<file path="config.mk">
export PLATFORM = sky130hd
export DESIGN_NAME = alu_ctrl_seq
export DESIGN_NICKNAME = d
export VERILOG_FILES = /design/src/rtl/alu_ctrl_seq.sv
export SDC_FILE = /design/constraint.sdc
export NUM_CORES = 1
export LEC_CHECK = 0
export ABC_AREA = 0
export BUFFER_PORTS_ARGS = -buffer_cell sky130_fd_sc_hd__buf_2
export CORE_ASPECT_RATIO = 0.8
export CORE_MARGIN = 5
export CORE_UTILIZATION = 59
export CTS_BUF_LIST = sky130_fd_sc_hd__clkbuf_4
export DETAILED_ROUTE_END_ITERATION = 10
export HOLD_SLACK_MARGIN = 0.02
export PLACE_DENSITY = 0.86
export SYNTH_ARGS = -nofsm -noshare
export SYNTH_HDL_FRONTEND = slang
export SYNTH_SLANG_ARGS = --single-unit
export TNS_END_PERCENT = 5
</file>
<file path="constraint.sdc">
create_clock -name clk_i -period 3.05 [get_ports clk_i]
set_clock_uncertainty 0.2 [all_clocks]
set_input_delay 0.305 -clock clk_i [delete_from_list [all_inputs] [get_ports clk_i]]
set_output_delay 0.305 -clock clk_i [all_outputs]
set_load 0.1 [all_outputs]
</file>
<file path="src/rtl/alu_ctrl_seq.sv">
// Sequential EX-stage ALU control: registered decode plus IDLE/BUSY/DONE sequencing of multi-cycle ops.
// Optional macro ALU_DIV_EN adds the iterative divide op (funct 011010) and the DIV_CYCLES parameter.
module alu_ctrl_seq #(
    parameter int MUL_CYCLES = 32,
`ifdef ALU_DIV_EN
    parameter int DIV_CYCLES = 34,
`endif
    parameter int CNT_W      = 6
) (
    input  logic       clk_i,
    input  logic       rst_i,
    input  logic       valid_i,
    input  logic [2:0] ALUOp_i,
    input  logic [5:0] funct_i,
    output logic       ready_o,
    output logic [3:0] ALU_operation_o,
    output logic [1:0] FURslt_o,
    output logic       leftRight_o,
    output logic       mc_start_o,
    output logic       stall_o,
    output logic       done_o,
    output logic       illegal_o
);

    typedef enum logic [1:0] {IDLE, BUSY, DONE} state_t;

    state_t           state_q, state_d;
    logic [CNT_W-1:0] cnt_q, cnt_d;
    logic [3:0]       op_q, op_d;
    logic [1:0]       fur_q, fur_d;
    logic             lr_q, lr_d;
    logic             ill_q, ill_d;
    logic             start_q, start_d;
    logic             sc_done_q, sc_done_d;

    logic [3:0]       dec_op;
    logic [1:0]       dec_fur;
    logic             dec_lr, dec_ill, dec_mc;
    logic [CNT_W-1:0] dec_load;
    logic             accept;

    // Pure decode of the incoming op; only consumed on an accept.
    always_comb begin
        dec_op   = 4'b0000;
        dec_fur  = 2'b00;
        dec_lr   = 1'b0;
        dec_ill  = 1'b0;
        dec_mc   = 1'b0;
        dec_load = CNT_W'(MUL_CYCLES - 1);
        case (ALUOp_i)
            3'b000, 3'b011: dec_op = 4'b0010;
            3'b001, 3'b110: dec_op = 4'b0110;
            3'b100:         dec_op = 4'b0111;
            3'b101:         dec_op = 4'b1000;
            3'b010: begin
                case (funct_i)
                    6'b100011: dec_op = 4'b0010;
                    6'b010011: dec_op = 4'b0110;
                    6'b010100: dec_op = 4'b0111;
                    6'b010000: dec_op = 4'b1100;
                    6'b011111: dec_op = 4'b0000;
                    6'b101111: dec_op = 4'b0001;
                    6'b010010: begin dec_op = 4'b0000; dec_fur = 2'b01; end
                    6'b100010: begin dec_op = 4'b0001; dec_fur = 2'b01; dec_lr = 1'b1; end
                    6'b011000: begin dec_op = 4'b1001; dec_fur = 2'b01; end
                    6'b101000: begin dec_op = 4'b1010; dec_fur = 2'b01; dec_lr = 1'b1; end
                    6'b011001: begin dec_op = 4'b1011; dec_fur = 2'b10; dec_mc = 1'b1; end
`ifdef ALU_DIV_EN
                    6'b011010: begin
                        dec_op   = 4'b1101;
                        dec_fur  = 2'b10;
                        dec_mc   = 1'b1;
                        dec_load = CNT_W'(DIV_CYCLES - 1);
                    end
`endif
                    default:   dec_ill = 1'b1;
                endcase
            end
            default: dec_ill = 1'b1;
        endcase
    end

    assign accept = valid_i && (state_q != BUSY);

    always_ff @(posedge clk_i or posedge rst_i) begin
        if (rst_i) begin
            state_q   <= IDLE;
            cnt_q     <= '0;
            op_q      <= 4'b0000;
            fur_q     <= 2'b00;
            lr_q      <= 1'b0;
            ill_q     <= 1'b0;
            start_q   <= 1'b0;
            sc_done_q <= 1'b0;
        end else begin
            state_q   <= state_d;
            cnt_q     <= cnt_d;
            op_q      <= op_d;
            fur_q     <= fur_d;
            lr_q      <= lr_d;
            ill_q     <= ill_d;
            start_q   <= start_d;
            sc_done_q <= sc_done_d;
        end
    end

    always_comb begin
        state_d   = state_q;
        cnt_d     = cnt_q;
        op_d      = op_q;
        fur_d     = fur_q;
        lr_d      = lr_q;
        ill_d     = ill_q;
        start_d   = 1'b0;
        sc_done_d = 1'b0;
        case (state_q)
            IDLE, DONE: begin
                state_d = IDLE;
                if (accept) begin
                    op_d  = dec_op;
                    fur_d = dec_fur;
                    lr_d  = dec_lr;
                    ill_d = dec_ill;
                    if (dec_mc) begin
                        state_d = BUSY;
                        cnt_d   = dec_load;
                        start_d = 1'b1;
                    end else begin
                        sc_done_d = 1'b1;
                    end
                end
            end
            BUSY: begin
                // Counter reaches zero in the last busy cycle, so BUSY lasts CYCLES cycles.
                if (cnt_q != '0) cnt_d = cnt_q - CNT_W'(1);
                else             state_d = DONE;
            end
            default: state_d = IDLE;
        endcase
    end

    always_comb begin
        ready_o         = (state_q != BUSY);
        stall_o         = (state_q == BUSY);
        mc_start_o      = (state_q == BUSY) && start_q;
        done_o          = (state_q == DONE) || sc_done_q;
        ALU_operation_o = op_q;
        FURslt_o        = fur_q;
        leftRight_o     = lr_q;
        illegal_o       = ill_q;
    end

endmodule

</file>
==> flow_metrics.env <==
export IMPL_cts_tree="built"
export IMPL_max_clock_path_buffers=2
export IMPL_peakVddDrop_uv=344
export IMPL_setup_viol=0
export IMPL_cts_made_buffers=3
export IMPL_leakage_nw=0.611
export IMPL_status="complete, no violations"
export IMPL_ys_types=41
export IMPL_reg2reg_depth=6
export IMPL_ys_ff_latch=18
export IMPL_relSlewSlack_pct=56.7
export IMPL_worst_path_max_fanout=6
export IMPL_totalWireLength_um=2480
export IMPL_maxCapViolCount=0
export IMPL_worst_slew_pin_slew_ps=648
export IMPL_drive_gt1_share_pct=22.6
export IMPL_synth_area_um2=1090
export IMPL_crit_path_cell_trace="nand2b_1, inv_2, and2_2, buf_2"
export IMPL_grt_first_pass_wirelength_um=4260
export IMPL_finalCriticalPeriod_ps=2080
export IMPL_arrival_ps=1580
export IMPL_hold_start="ALUOp_i[1]"
export IMPL_antenna_left=0
export IMPL_synth_warnings=0
export IMPL_portBuffers=23
export IMPL_num_vias=973
export IMPL_worst_path_buf_inv=2
export IMPL_drt_iter0_markers=30
export IMPL_synth_edf_count=0
export IMPL_worstSetupStartpoint="state_q[1]"
export IMPL_register_area_um2=450
export IMPL_rsz0062_at_grt="no"
export IMPL_place_hpwl_um=1930
export IMPL_die_h_um=48.4
export IMPL_place_gp_congestion=0.807
export IMPL_synth_area_leaders="dfrtp_1 (41%), nand2_1 (4.8%), nand2b_1 (4.6%), o21ai_0 (4.1%), nor2_1 (3.4%)"
export IMPL_yosys_most_used_dff="dfrtp_1"
export IMPL_area_growth_pct=14.4
export IMPL_start_util_pct=64.3
export IMPL_utilization_pct=73.6
export IMPL_finalHoldViolCount=0
export IMPL_p_per_area_nw_per_um2=355
export IMPL_syn_avg_cell_area_um2=8.85
export IMPL_remaining_drc_errors=0
export IMPL_crit_cells=4
export IMPL_syn_inst=123
export IMPL_rrSetupSlack_ps=1100
export IMPL_tns_ps=0
export IMPL_core_area_um2=1690
export IMPL_clock_root_buffer="clkbuf_4"
export IMPL_rows=13
export IMPL_ctsResizeCount=0
export IMPL_finalMaxSlewViolations=0
export IMPL_power_w=0.000441
export IMPL_critPathMaxStageDelay_ps=410
export IMPL_fin_nets=161
export IMPL_cts_htree_levels=1
export IMPL_fillers=138
export IMPL_multi_input_area_um2=589
export IMPL_ys_seq_area_share_pct=41.4
export IMPL_crit_end="mc_start_o"
export IMPL_dieArea_um2=2810
export IMPL_synthArstFlopShare_pct=100
export IMPL_antenna_found_initial=0
export IMPL_crit_type="register to output port"
export IMPL_critical_path_top_delay_family="buffers and inverters"
export IMPL_critPathCaptureType="output port"
export IMPL_die_w_um=58.0
export IMPL_grt_pass1_vias=953
export IMPL_synth_common_cells="dfrtp_1 (18), nand2_1 (14), nor2_1 (10)"
export IMPL_cts_sinks=18
export IMPL_clk_transition_reported_paths_ps=100
export IMPL_wire_per_inst_um=14.7
export IMPL_r2r_start="cnt_q[0]"
export IMPL_startpoint_type="register"
export IMPL_yosysTopAreaCellShare_pct=41.4
export IMPL_grt_overflow=0
export IMPL_worst_skew_pair_late_latency_ps=290
export IMPL_timing_final_crit_share_pct=68.3
export IMPL_max_freq_mhz=480
export IMPL_hold_class="primary input to register"
export IMPL_yosysTopAreaCell="dfrtp_1"
export IMPL_grtUsageTotal_pct=19.0
export IMPL_diodes=0
export IMPL_grt_max_degree=19
export IMPL_firstDrtPassIters=4
export IMPL_io_pins=24
export IMPL_rr_endpoint="cnt_q[0]"
export IMPL_synth_nets=137
export IMPL_worstPathRequired_ps=2540
export IMPL_via_per_inst=5.79
export IMPL_yosysMostFrequentCell="dfrtp_1"
export IMPL_cpMaxStageDelayCell="buf_2"
-- routing by layer --
metal	part of all wire (%)	track usage [%]	wire length (um)
met1	44	25.8	1090
met4	0	3.47	0
met5	0	0	0
met2	46	29.3	1140
met3	9.9	6.88	246
-- area by class of cell --
type	instances	area share (%)
Clock buffer	3	1.81
Tap cell	22	2.21
Multi-Input combinational cell	93	47.3
Clock inverter	1	0.302
Sequential cell	18	36.2
Inverter	7	2.11
Timing Repair Buffer	24	10.1
-- state kept, by name, indices dropped and copies added (netlist names) --
register and cells:
ALU_operation_o 4, FURslt_o 2, cnt_q 6, illegal_o 1, leftRight_o 1, sc_done_q 1, start_q 1, state_q 2
-- where the power goes --
| group | total [W] | switching, W | internal (W) |
|---|---|---|---|
| clock network | 0.000120 | 0.0000726 | 0.0000477 |
| registers | 0.000243 | 0.00000149 | 0.000242 |
| logic | 0.0000780 | 0.0000558 | 0.0000221 |
-- placed cells by master, fill, tap and decap left out, types with 2 or more instances in the layout --
master    count
a31oi_1       4
nand2_1      14
ha_1          2
nand4b_1      2
nor4b_1       2
nor2b_1       2
o21ai_0       9
clkbuf_4      3
inv_1         6
buf_2        23
dfrtp_1      18
and3_1        2
a21oi_1       4
nor2_1       10
xor2_1        2
nand2b_1      8
o22ai_1       2
nand3b_1      3
nand3_1       3
nor3_1        3
-- worst min path at each step --
stage,end,slack (ps),cells after the start
global route,illegal_o,150,3
global placement,start_q,220,2
detailed placement,start_q,230,2
floorplan,ALU_operation_o[0],40,1
finish,illegal_o,110,3
CTS,illegal_o,120,3
-- per-stage QoR --
stage | std cells | setup WS [ps] | cell area [um2] | hold slack (ps)
floorplan | 123 | 238 | 1090 | 43.6
global placement | 163 | 1220 | 1210 | 222
detailed placement | 163 | 1120 | 1210 | 235
CTS | 168 | 971 | 1240 | 117
global route | 168 | 887 | 1240 | 147
finish | 168 | 967 | 1240 | 110
-- worst min-delay path: cells and delay by family --
| family | cells | cell delay, ps |
|---|---|---|
| AOI/OAI and AO/OA | 2 | 140 |
| buffers and inverters | 1 | 130 |
-- repair_timing --
action | in CTS | in global routing
hold endpoints to repair | 18 | 0
hold buffers | 1 | 0
setup buffers | 0 | 0
-- kinds of logic (layout without fill, tap and decap cells) --
kind of cell / count (synthesis) / after routing / synth area share (%)
fa+ha+maj: 2 / 2 / 2.30
flops: 18 / 18 / 41.4
compound gates: 30 / 30 / 18.5
simple gates: 57 / 57 / 29.9
mux: 1 / 1 / 0.920
xor+xnor: 3 / 3 / 2.41
buf+inv: 12 / 35 / 4.60
(Power assumes the default switching activity.)
